<file path="src/rtl/fetch_unit_if.sv">
// Fetch-stage bus: instruction memory port, redirect input, and the decode handshake.
// The master side belongs to fetch_unit.
interface fetch_unit_if;
  logic [31:0] imem_addr;
  logic [31:0] imem_inst;
  logic        br_taken;
  logic [31:0] br_addr;
  logic        id_ready;
  logic        if_valid;
  logic [31:0] if_inst;
  logic [31:0] if_pc;
  logic [31:0] if_pc_plus4;
  logic        halted;
  logic [15:0] stall_cnt;

  modport master (
    output imem_addr, if_valid, if_inst, if_pc, if_pc_plus4, halted, stall_cnt,
    input  imem_inst, br_taken, br_addr, id_ready
  );

  modport slave (
    input  imem_addr, if_valid, if_inst, if_pc, if_pc_plus4, halted, stall_cnt,
    output imem_inst, br_taken, br_addr, id_ready
  );
endinterface

</file>
<file path="src/rtl/fetch_unit.sv">
// Instruction-fetch sequencer: owns the PC, captures memory words into a 2-entry
// in-order buffer feeding decode, handles branch flush and the end-of-program halt.
//
// state   | meaning
// FETCH   | pushing one word per cycle while the buffer has room
// HALT    | PC at or past the end of memory; buffer drains, only a redirect leaves
module fetch_unit #(
  parameter logic [31:0] RESET_PC  = 32'h0000_0000,
  parameter int unsigned MEM_WORDS = 8
) (
  input  logic          clk,
  input  logic          rst_n,
  fetch_unit_if.master  bus
);

  typedef enum logic {S_FETCH = 1'b0, S_HALT = 1'b1} state_t;

  localparam logic [32:0] LIMIT       = 33'(MEM_WORDS) * 33'd4;
  localparam state_t      RESET_STATE = ({1'b0, RESET_PC} >= LIMIT) ? S_HALT : S_FETCH;

  state_t      state_q;
  logic [31:0] pc_q;
  logic [1:0]  cnt_q;
  logic [31:0] inst_q [2];
  logic [31:0] epc_q  [2];
  logic [15:0] stall_q;

  logic        valid;
  logic        pop;
  logic        push;
  logic [31:0] pc_inc;
  logic [31:0] br_tgt;

  assign valid  = (cnt_q != 2'd0);
  assign pop    = valid & bus.id_ready;
  assign push   = (state_q == S_FETCH) & ((cnt_q < 2'd2) | pop) & ~bus.br_taken;
  assign pc_inc = pc_q + 32'd4;
  assign br_tgt = {bus.br_addr[31:2], 2'b00};

  always_ff @(posedge clk or negedge rst_n) begin
    if (!rst_n) begin
      state_q   <= RESET_STATE;
      pc_q      <= RESET_PC;
      cnt_q     <= 2'd0;
      inst_q[0] <= '0;
      inst_q[1] <= '0;
      epc_q[0]  <= '0;
      epc_q[1]  <= '0;
      stall_q   <= '0;
    end else begin
      if (valid && !bus.id_ready && stall_q != 16'hFFFF)
        stall_q <= stall_q + 16'd1;

      if (bus.br_taken) begin
        cnt_q   <= 2'd0;
        pc_q    <= br_tgt;
        state_q <= ({1'b0, br_tgt} >= LIMIT) ? S_HALT : S_FETCH;
      end else begin
        if (push) begin
          pc_q <= pc_inc;
          // pc_inc is the wrapped value, so a full-space memory wraps to 0 instead of halting
          if ({1'b0, pc_inc} >= LIMIT)
            state_q <= S_HALT;
        end
        case ({push, pop})
          2'b10: begin
            inst_q[cnt_q[0]] <= bus.imem_inst;
            epc_q[cnt_q[0]]  <= pc_q;
            cnt_q            <= cnt_q + 2'd1;
          end
          2'b01: begin
            inst_q[0] <= inst_q[1];
            epc_q[0]  <= epc_q[1];
            cnt_q     <= cnt_q - 2'd1;
          end
          2'b11: begin
            if (cnt_q == 2'd1) begin
              inst_q[0] <= bus.imem_inst;
              epc_q[0]  <= pc_q;
            end else begin
              inst_q[0] <= inst_q[1];
              epc_q[0]  <= epc_q[1];
              inst_q[1] <= bus.imem_inst;
              epc_q[1]  <= pc_q;
            end
          end
          default: ;
        endcase
      end
    end
  end

  assign bus.imem_addr   = pc_q;
  assign bus.if_valid    = valid;
  assign bus.if_inst     = valid ? inst_q[0] : 32'd0;
  assign bus.if_pc       = valid ? epc_q[0] : 32'd0;
  assign bus.if_pc_plus4 = valid ? (epc_q[0] + 32'd4) : 32'd0;
  assign bus.halted      = (state_q == S_HALT);
  assign bus.stall_cnt   = stall_q;

endmodule

</file>
<file path="src/flat_wrapper.sv">
// flat-port wrapper written by rule: the top's interface ports become plain ports
module fetch_unit_flat 
#(
  parameter logic [31:0] RESET_PC  = 32'h0000_0000,
  parameter int unsigned MEM_WORDS = 8
)
  (clk, rst_n, bus_imem_addr, bus_if_valid, bus_if_inst, bus_if_pc, bus_if_pc_plus4, bus_halted, bus_stall_cnt, bus_imem_inst, bus_br_taken, bus_br_addr, bus_id_ready);
  fetch_unit_if bus_i ();
  input  logic clk;
  input  logic rst_n;
  output wire logic [$bits(bus_i.imem_addr)-1:0] bus_imem_addr;
  output wire logic [$bits(bus_i.if_valid)-1:0] bus_if_valid;
  output wire logic [$bits(bus_i.if_inst)-1:0] bus_if_inst;
  output wire logic [$bits(bus_i.if_pc)-1:0] bus_if_pc;
  output wire logic [$bits(bus_i.if_pc_plus4)-1:0] bus_if_pc_plus4;
  output wire logic [$bits(bus_i.halted)-1:0] bus_halted;
  output wire logic [$bits(bus_i.stall_cnt)-1:0] bus_stall_cnt;
  input wire logic [$bits(bus_i.imem_inst)-1:0] bus_imem_inst;
  input wire logic [$bits(bus_i.br_taken)-1:0] bus_br_taken;
  input wire logic [$bits(bus_i.br_addr)-1:0] bus_br_addr;
  input wire logic [$bits(bus_i.id_ready)-1:0] bus_id_ready;
  assign bus_imem_addr = bus_i.imem_addr;
  assign bus_if_valid = bus_i.if_valid;
  assign bus_if_inst = bus_i.if_inst;
  assign bus_if_pc = bus_i.if_pc;
  assign bus_if_pc_plus4 = bus_i.if_pc_plus4;
  assign bus_halted = bus_i.halted;
  assign bus_stall_cnt = bus_i.stall_cnt;
  assign bus_i.imem_inst = bus_imem_inst;
  assign bus_i.br_taken = bus_br_taken;
  assign bus_i.br_addr = bus_br_addr;
  assign bus_i.id_ready = bus_id_ready;
  fetch_unit #(.RESET_PC(RESET_PC), .MEM_WORDS(MEM_WORDS)) u_core (.clk(clk), .rst_n(rst_n), .bus(bus_i));
endmodule
</file>
<file path="config.mk">
export PLATFORM = sky130hd
export DESIGN_NAME = fetch_unit_flat
export DESIGN_NICKNAME = d
export VERILOG_FILES = /design/src/rtl/fetch_unit_if.sv /design/src/rtl/fetch_unit.sv /design/src/flat_wrapper.sv
export SDC_FILE = /design/constraint.sdc
export NUM_CORES = 1
export LEC_CHECK = 0
export ABC_AREA = 0
export BUFFER_PORTS_ARGS = -buffer_cell sky130_fd_sc_hd__buf_2
export CAP_MARGIN = 5
export CORE_MARGIN = 2
export CORE_UTILIZATION = 61
export CTS_BUF_LIST = sky130_fd_sc_hd__clkbuf_4 sky130_fd_sc_hd__clkbuf_8
export DETAILED_ROUTE_END_ITERATION = 16
export GPL_TIMING_DRIVEN = 0
export PLACE_DENSITY = 0.84
export SYNTH_ARGS = -nofsm -noshare
export SYNTH_HDL_FRONTEND = slang
export SYNTH_SLANG_ARGS = --single-unit
</file>
<file path="constraint.sdc">
create_clock -name clk -period 3.23 [get_ports clk]
set_input_delay 0.646 -clock clk [delete_from_list [all_inputs] [get_ports clk]]
set_output_delay 0.646 -clock clk [all_outputs]
set_load 0.05 [all_outputs]
</file>
## Yosys cells after proc, flatten, opt, wreduce, memory -nomap -nowiden

Cells that the tools add are included.

| word-level totals | value |
|---|---|
| logic and storage cells | 67 |
| output and inout port bits | 146 |
| bits of input ports | 68 |
| register bits | 179 |

| operators by class | value |
|---|---|
| eq/ne operators | 6 |
| add/subtract/negate cells | 5 |
| reduce and logical (&&, ||, !) cells | 13 |
| magnitude comparators | 5 |
| bitwise operators | 7 |
| muxes and demuxes | 23 |

Operators with widths:

| kind | count |
|---|---|
| $mux W32 | 10 |
| $pmux W32 S3 | 2 |
| $bwmux W64 | 2 |
| $pmux W32 S2 | 2 |
| $add A32 B3 Y32 const B | 2 |
| $ge A32 B6 Y1 const B | 2 |
| $demux W32 S1 | 1 |
| $add A16 B1 Y16 const B | 1 |
| $ne A16 B16 Y1 const B | 1 |
| $reduce_bool A2 Y1 | 4 |
| $reduce_bool A3 Y1 | 2 |
| $eq A2 B1 Y1 const B | 2 |
| $eq A2 B2 Y1 const B | 2 |
| $mux W1 | 4 |
| $pmux W2 S2 | 1 |
| $reduce_and A2 Y1 | 2 |
| $and A1 B1 Y1 | 3 |
| $logic_and A1 B1 Y1 | 3 |
| $reduce_and A3 Y1 | 1 |
| $add A2 B1 Y2 const B | 1 |
| $ge A2 B2 Y1 const B | 1 |
| $lt A2 B1 Y1 const B | 1 |
| $lt A2 B2 Y1 const B | 1 |
| $mux W2 | 1 |
| other kinds (6) | 7 |

## Longest topological paths before layout

Gate-level depths: netlist of the first run.

| depth | value |
|---|---|
| word-level depth | 8 |
| mapped depth | 11 |
| depth with buffers taken out | 9 |

## Worst setup path before layout of the first run

No wires, ideal clock.

| timing | value |
|---|---|
| path kind | register to output |
| start point | register u_core.epc_q[34] in the netlist's numbering |
| end point | output port bus_if_pc_plus4[26] |
| stages on the path, launching flop included | 9 |
| setup slack | 0.243 ns |
| data arrival time | 2.341 ns |
| data required time | 2.584 ns |
| cell sequence | dfrtp_1 -> ha_1 -> nand2_1 -> nor3_1 -> and3_1 -> and4_1 -> nand3_1 -> xor2_1 -> nor2_1 |

| between the ends | value |
|---|---|
| cells in the longest elaborated chain, start to end | 2 |

Ends and longest elaborated chain:

| what | RTL line | source |
|---|---|---|
| start: declaration | fetch_unit.sv:25 | `logic [31:0] epc_q [2];` |
| start signal: indexed assignment | fetch_unit.sv:68 | `epc_q[cnt_q[0]] <= pc_q;` |
| $add A32 B3 Y32 | fetch_unit.sv:97 | `assign bus.if_pc_plus4 = valid ? (epc_q[0] + 32'd4) : 32'd0;` |
| $mux W32 | fetch_unit.sv:97 |  |
| end: declaration | flat_wrapper.sv:15 | `output wire logic [$bits(bus_i.if_pc_plus4)-1:0] bus_if_pc_plus4;` |

No other way between the ends.

## Worst setup path after layout of the first run

| timing | value |
|---|---|
| start point | register u_core.epc_q[43] in the netlist's numbering |
| end point | output port bus_if_pc_plus4[31] |

The elaborated chain is that of the path after synthesis.

==> results of run 1 <==
## timing repair
item	CTS	global route
setup buffers	6	19
gates resized for setup	19	21
pin swaps	3	8
endpoints found under the setup margin	63	47
## layout by cell type (no fill, tap or decap), types with 5 or more instances in the layout
master / count
a21oi_1: 75
and3_1: 12
buf_2: 227
buf_4: 36
buf_6: 6
clkbuf_1: 40
clkbuf_2: 7
clkbuf_8: 20
dfrtp_1: 166
dfrtp_2: 8
inv_1: 9
mux2i_1: 61
nand2_1: 196
nand3_1: 32
nand4_1: 21
nor2_1: 117
nor2b_1: 64
nor3_1: 12
nor4_1: 12
o21ai_0: 83
o21ai_1: 17
or3_1: 5
xnor2_1: 34
xor2_1: 41
## metal layers
metal,track usage,wire [um],vias to the layer above
met4,0.144,820,0
met3,0.0590,1870,66
met2,0.506,12400,379
met5,0,0,-
met1,0.405,10600,4180
li1,-,-,4228
## cells by family after synthesis
| family | Yosys count |
|---|---|
| simple gates | 505 |
| compound gates | 192 |
| flops | 174 |
| buf+inv | 96 |
| xor+xnor | 75 |
| mux | 63 |
| fa+ha+maj | 5 |
| other cells | 1 |
## per-stage QoR
stage / hold slack (ns) / area (um2) / util / setup TNS, ns / instances
2_1_floorplan: 0.350 / 9590 / - / 0 / 1112
3_5_place_dp: 0.470 / 10900 / 0.716 / 0 / 1532
6_report: 0.0778 / 11700 / 0.764 / 0 / 1587
3_3_place_gp: 0.461 / 10900 / 0.714 / -196.88 / 1531
4_1_cts: 0.0744 / 11500 / 0.753 / 0 / 1569
5_1_grt: 0.0871 / 11700 / 0.764 / -0.187 / 1587
## where the power goes
group	total [mW]	internal, mW	switching [mW]	leakage, nW
combinational	3.32	1.11	2.21	2.83
sequential	3.11	2.66	0.447	2.18
clock	1.69	0.920	0.769	0.230
## state kept, by name, summed over array words and instances, names as in the netlist
signal,count
u_core.bus.halted,1
u_core.bus.stall_cnt,16
u_core.inst_q,64
u_core.bus.imem_addr,30
u_core.epc_q,61
u_core.cnt_q,2
## worst max path at each step
stage	startpoint	to	slack [ns]	cells past startpoint
after floorplan	u_core.epc_q[34]$_DFFE_PN0P_	bus_if_pc_plus4[26]	0.24	8
after global placement	rst_n	u_core.inst_q[38]$_DFFE_PN0P_	-1.15	1
after detailed placement	u_core.epc_q[34]$_DFFE_PN0P_	bus_if_pc_plus4[28]	0.12	9
after CTS	u_core.epc_q[43]$_DFFE_PN0P_	bus_if_pc_plus4[28]	0.009	9
after global routing	u_core.epc_q[42]$_DFFE_PN0P_	bus_if_pc_plus4[31]	-0.06	9
final	u_core.epc_q[43]$_DFFE_PN0P_	bus_if_pc_plus4[31]	0.03	9
## area by class of cell
type | count | area, um2 | share of cell area
multi-input combinational | 842 | 4840 | 0.415
buffer | 85 | 414 | 0.0355
inverter | 9 | 33.8 | 0.00290
timing repair buffer | 234 | 1290 | 0.111
tap | 211 | 264 | 0.0226
clock inverter | 10 | 160 | 0.0137
sequential | 174 | 4360 | 0.374
clock buffer | 22 | 290 | 0.0249
## critical path: cells and delay by family, from the launching register on
family	cells	cell delay, ns
and+or+nand+nor	6	1.17
xor gates and xnor gates	1	0.16
DFF	1	0.40
buffers and inverters	2	0.36
==> flow_summary.toml, run 1 <==
[status]
run_status = "finished, final reports clean"

[critical_path]
critical-path-top-cell-by-count = "nor3_4"
cp-start-kind = "flop"
cp_max_fo = 8
crit_slowest_cell = "dfrtp_2"
end_kind = "output port"
worstReg2RegEnd = "u_core.inst_q[35]$_DFFE_PN0P_"
critical-path-max-stage-delay_ns = 0.40
rr_worst_depth = 10
arrival_worst_endpoint_ns = 2.55
cp_cell_sequence = "nand4_1, buf_4, nor3_4, nand3_4, nor3_4, nand3_2, xor2_1, nor2_1, buf_6"
type_of_the_setup_path_with_the_least_slack = "flop to output port"
required_ns = 2.58
crit-reg2reg-launch = "u_core.cnt_q[0]$_DFFE_PN0P_"
ff2ff_setup_slack_ns = 0.30

[timing]
timing.max_slew.rel_slack = 0.540
worst-slew-pin-transition_ns = 0.685
share_of_the_clock_period_used_by_the_worst_path = 0.990
timing_hold_violations_final = 0
max_freq_ghz = 0.313
finalMaxSlewViolations = 0
final-setup-viol-count = 0
post-route-worst-setup-slack_ns = 0.0324
clock-skew-final_ns = 0.0115
final_critical_period_ns = 3.20
rsz0062_at_grt = "yes"

[global_routing]
grt_start_max_net_pins = 124
initial_antenna_violation_count = 0
grt_use_total = 0.310
grt_overflow_total = 0
grt_first_pass_wirelength_mm = 40.5
via_count_of_the_first_global_routing_pass = 8336

[synth]
synthesis.yosys.warnings = 0
synth_largest_type_area_fraction = 0.454
synth-edff-count = 0
combinational_family_with_the_most_area_after_synthesis = "simple AND/OR/NAND/NOR gates"
ys_ff_latch = 174
post_synth_xor_area_fraction = 0.0685
fraction_of_registers_with_async_set_or_reset_after_synthesis = 1.00
synth_common_cells = "nand2_1 (196), dfrtp_1 (174), nor2_1 (118)"
yosysTopAreaCell = "dfrtp_1"
seq_area_frac_synth = 0.454
post-synth-top-count-cell = "nand2_1"
syn_avg_cell_area_um2 = 8.63
synthSimpleGateAreaFrac = 0.251
synthFlopType = "dfrtp_1"
fraction_of_the_mapped_netlist_area_in_compound_gates = 0.106
synthMuxAreaShare = 0.0661
post_synth_fa_ha_maj_area_fraction = 0.00653
synth_cell_type_count = 52
postSynthCellCount = 1111
synth_area_leaders = "dfrtp_1 (45%), nand2_1 (7.7%), mux2i_1 (6.4%), nor2_1 (4.6%), o21ai_0 (4.3%)"
syn-cell-area_um2 = 9580

[die]
std_cell_rows = 45
fp.dieArea_um2 = 16700
initial_core_util = 0.628
die_h_um = 129
die_width_um = 129
pin_count = 214
fp.coreArea_um2 = 15300

[clocking]
cts_buffers = 17
cts_root_buf = "clkbuf_8"
htreeDepth = 4
clk_transition_reported_paths_ns = 0.08
clock_tree_from_tritoncts = "done"
postCtsHoldBufs = 0
numClockSinks = 174
clock_latency_ns = 0.47
clk_path_buf_depth = 2

[finish]
final_nets = 1436
flow.area_growth_from_synthesis_pct = 21.7
layout.filler_cells = 1135
antenna_cells = 0
share_of_layout_cells_above_drive_strength_1 = 0.251

[routing]
drt-pass1-iter-count = 5
detail_route.iter0.violations = 788
drt_wl_total_mm = 25.7
drtAntennaViolNets = 0
vias_per_cell = 5.58
wire_length_per_cell_after_detailed_routing_um = 16.2
drc_violation_count_after_routing = 0
route.vias.total = 8853

[placed_design]
numPortBuffers = 208
placement.setup.worst_slack_ns = 0.118
dp_hpwl_mm = 18.5
global_placement_routability_congestion = 0.894

[pwr]
irDropWorstVdd_mv = 0.332
power.density_cell_area_nw_per_um2 = 696
p_leak_nw = 5.24
report.power.total_mw = 8.12

[hold_path]
timing.hold.worst.class = "primary input to async pin"

[job]
max_cap_violations = 0
Power figures use the tool's default switching activity.
==> inputs of run 2 (changes only) <==
--- a/config.mk
+++ b/config.mk
@@ -5,15 +5,15 @@
 export SDC_FILE = /design/constraint.sdc
 export NUM_CORES = 1
 export LEC_CHECK = 0
-export ABC_AREA = 0
+export ABC_AREA = 1
 export BUFFER_PORTS_ARGS = -buffer_cell sky130_fd_sc_hd__buf_2
 export CAP_MARGIN = 5
 export CORE_MARGIN = 2
-export CORE_UTILIZATION = 61
+export CORE_UTILIZATION = 57
 export CTS_BUF_LIST = sky130_fd_sc_hd__clkbuf_4 sky130_fd_sc_hd__clkbuf_8
 export DETAILED_ROUTE_END_ITERATION = 16
 export GPL_TIMING_DRIVEN = 0
-export PLACE_DENSITY = 0.84
+export PLACE_DENSITY = 0.79
 export SYNTH_ARGS = -nofsm -noshare
 export SYNTH_HDL_FRONTEND = slang
 export SYNTH_SLANG_ARGS = --single-unit
==> constraint.sdc (replaced) <==
create_clock -name clk -period 3.3 [get_ports clk]
set_input_delay 0.66 -clock clk [delete_from_list [all_inputs] [get_ports clk]]
set_output_delay 0.66 -clock clk [all_outputs]
set_load 0.05 [all_outputs]
==> flow_summary.toml, run 2 <==
[placed_design]
placement.setup.worst_slack_ns = -0.392
global_placement_routability_congestion = 0.970
placement.cell_area_um2 = 11800
numPortBuffers = 209
dp_hpwl_mm = 25.2

[routing]
route.vias.total = 11046
drt-pass1-iter-count = 6
drtAntennaViolNets = 0
vias_per_cell = 5.81
wire_length_per_cell_after_detailed_routing_um = 17.6
drc_violation_count_after_routing = 0
detail_route.iter0.violations = 1133
drt_wl_total_mm = 33.5

[finish]
largest_reg_flops = 64
flow.area_growth_from_synthesis_pct = 19.6
registers.top_by_ff_count = "u_core.inst_q"
seq_area_um2 = 4360
antenna_cells = 0
post-route-cell-area_um2 = 12400
most-common-layout-cells = "buf_2 (230), inv_1 (219), nand2_1 (217)"
final_nets = 1733
layout_commonest_cell = "buf_2"
multiInputGateArea_um2 = 4880
layout.filler_cells = 1524
share_of_layout_cells_above_drive_strength_1 = 0.210

[synth]
synth_common_cells = "nand2_1 (223), inv_1 (219), dfrtp_1 (174)"
synthSimpleGateAreaFrac = 0.245
synthMuxAreaShare = 0
synth-edff-count = 0
fraction_of_the_mapped_netlist_area_in_compound_gates = 0.187
ys_ff_latch = 174
fraction_of_registers_with_async_set_or_reset_after_synthesis = 1.00
synthFlopType = "dfrtp_1"
postSynthCellCount = 1417
seq_area_frac_synth = 0.421
synthesis.yosys.warnings = 0
synth_cell_type_count = 41
syn_avg_cell_area_um2 = 7.30
combinational_family_with_the_most_area_after_synthesis = "simple AND/OR/NAND/NOR gates"
yosysTopAreaCell = "dfrtp_1"
syn-cell-area_um2 = 10300
synth_largest_type_area_fraction = 0.421
post-synth-top-count-cell = "nand2_1"
synth_area_leaders = "dfrtp_1 (42%), nand2_1 (8.1%), inv_1 (7.9%), nor2_1 (5.8%), o21ai_0 (5.5%)"
post_synth_fa_ha_maj_area_fraction = 0.00605
post_synth_xor_area_fraction = 0.0186

[global_routing]
grt_start_max_net_pins = 118
grt_overflow_total = 0
grt_use_total = 0.343
via_count_of_the_first_global_routing_pass = 10410
grt_first_pass_wirelength_mm = 53.3
initial_antenna_violation_count = 0

[timing]
worst-slew-pin-transition_ns = 0.612
clock-skew-final_ns = 0.0162
rsz0062_at_grt = "yes"
post-route-worst-setup-slack_ns = 0.0740
fin_setup_tns_ns = 0
final_critical_period_ns = 3.23
finalMaxSlewViolations = 0
hold_ws_ns = 0.0827
timing.max_slew.rel_slack = 0.592
max_freq_ghz = 0.310
share_of_the_clock_period_used_by_the_worst_path = 0.978
final-setup-viol-count = 0
timing_hold_violations_final = 0

[critical_path]
cp_max_fo = 3
arrival_worst_endpoint_ns = 2.57
end_kind = "output port"
required_ns = 2.64
type_of_the_setup_path_with_the_least_slack = "flop to output port"
cp-start-kind = "flop"

[pwr]
power.density_cell_area_nw_per_um2 = 735
irDropWorstVdd_mv = 0.689
switching_power_mw = 4.86
power_switching_share = 0.535
sequentialPowerShare = 0.331
power.combinational.fraction = 0.506
p_leak_nw = 6.15
cellInternalPower_mw = 4.23
clock_power_share = 0.162
report.power.total_mw = 9.10

[clocking]
numClockSinks = 174
cts_buffers = 17
postCtsHoldBufs = 0
cts_root_buf = "clkbuf_8"
clk_transition_reported_paths_ns = 0.10
clock_tree_from_tritoncts = "done"
htreeDepth = 4
clock_latency_ns = 0.48
clk_path_buf_depth = 2

[die]
die_width_um = 139
initial_core_util = 0.578
pin_count = 214
fp.coreArea_um2 = 17900
fp.dieArea_um2 = 19200
die_h_um = 139
std_cell_rows = 49

[job]
max_cap_violations = 0

[hold_path]
timing.hold.worst.class = "primary input to async pin"

[status]
run_status = "finished, final reports clean"
## run 2: cell types whose count changed after synthesis, moves of 27 or more
cell       change
mux2i_1       -61
o21ai_0       +30
nand2_1       +27
a21oi_1       -59
o22ai_1       +33
o21ai_1       +79
nor2b_1       -64
inv_1        +210
nand3_1       +71
nor3_1        +34
o2111ai_1     +28
xnor2_1       -28
nor2_1        +42
## run 2: repair_timing
action | CTS | global route
setup endpoints to repair | 230 | 25
resized for setup | 25 | 23
pin swaps | 7 | 8
setup buffers | 10 | 4
## run 2: cell families after synthesis
kind of cell,after synthesis
compound gates,327
buf+inv,305
other cells,1
xor+xnor,22
simple gates,583
fa+ha+maj,5
flops,174
## run 2: layer usage
| metal | GRT usage | up-vias | share of wire | routed length (um) |
|---|---|---|---|---|
| li1 | - | 5203 | - | - |
| met5 | 0 | - | 0 | 0 |
| met3 | 0.0539 | 72 | 0.096 | 3230 |
| met2 | 0.529 | 596 | 0.44 | 14800 |
| met4 | 0.104 | 0 | 0.025 | 829 |
| met1 | 0.503 | 5175 | 0.44 | 14700 |
## run 2: path summary, 6_finish.rpt
kind / startpoint / endpoint / slack [ns] / depth (start not counted)
setup / recovery: u_core.epc_q[34]$_DFFE_PN0P_ / bus_if_pc_plus4[18] / 0.07 / 11
hold / removal: rst_n / u_core.epc_q[49]$_DFFE_PN0P_ / 0.08 / 1
setup reg to reg: u_core.cnt_q[0]$_DFFE_PN0P_ / u_core.epc_q[61]$_DFFE_PN0P_ / 0.27 / 12
hold reg to reg: u_core.epc_q[33]$_DFFE_PN0P_ / u_core.epc_q[33]$_DFFE_PN0P_ / 0.51 / 2
max in group asynchronous: rst_n / u_core.bus.imem_addr[5]$_DFFE_PN0P_ / 2.25 / 2
min in group clk: bus_br_addr[10] / u_core.bus.imem_addr[10]$_DFFE_PN0P_ / 0.40 / 3
## run 2: worst max-delay path, cell delays in order, from the launching register on
cell	delay (ns)
dfrtp_1	0.38
ha_2	0.21
nand2_2	0.07
nor2_4	0.11
nand2_2	0.07
nor2_4	0.11
buf_4	0.13
nand4_1	0.12
nor3_1	0.31
a31oi_1	0.17
nor2_1	0.13
buf_2	0.28
## run 2: through the flow
stage | util | std cells
3_5_place_dp | 0.656 | 1857
4_1_cts | 0.685 | 1897
3_3_place_gp | 0.654 | 1856
5_1_grt | 0.692 | 1901
6_report | 0.692 | 1901
2_1_floorplan | - | 1418
## run 2: layout make-up
class	count	share of cell area
Sequential cell	174	0.352
Inverter	225	0.0685
Multi-Input combinational cell	939	0.394
Clock buffer	17	0.0189
Tap cell	229	0.0231
Buffer	79	0.0338
Clock inverter	14	0.0118
Timing Repair Buffer	224	0.0981
## run 2: power by group through the flow
stage	registers (mW)	clock network, mW	logic [mW]
6_report	3.01	1.48	4.61
5_1_grt	3.08	1.57	4.93
4_1_cts	2.99	1.48	4.54
3_5_place_dp	3.03	0	4.45
3_3_place_gp	3.01	0	4.39
2_1_floorplan	3.17	0	3.11
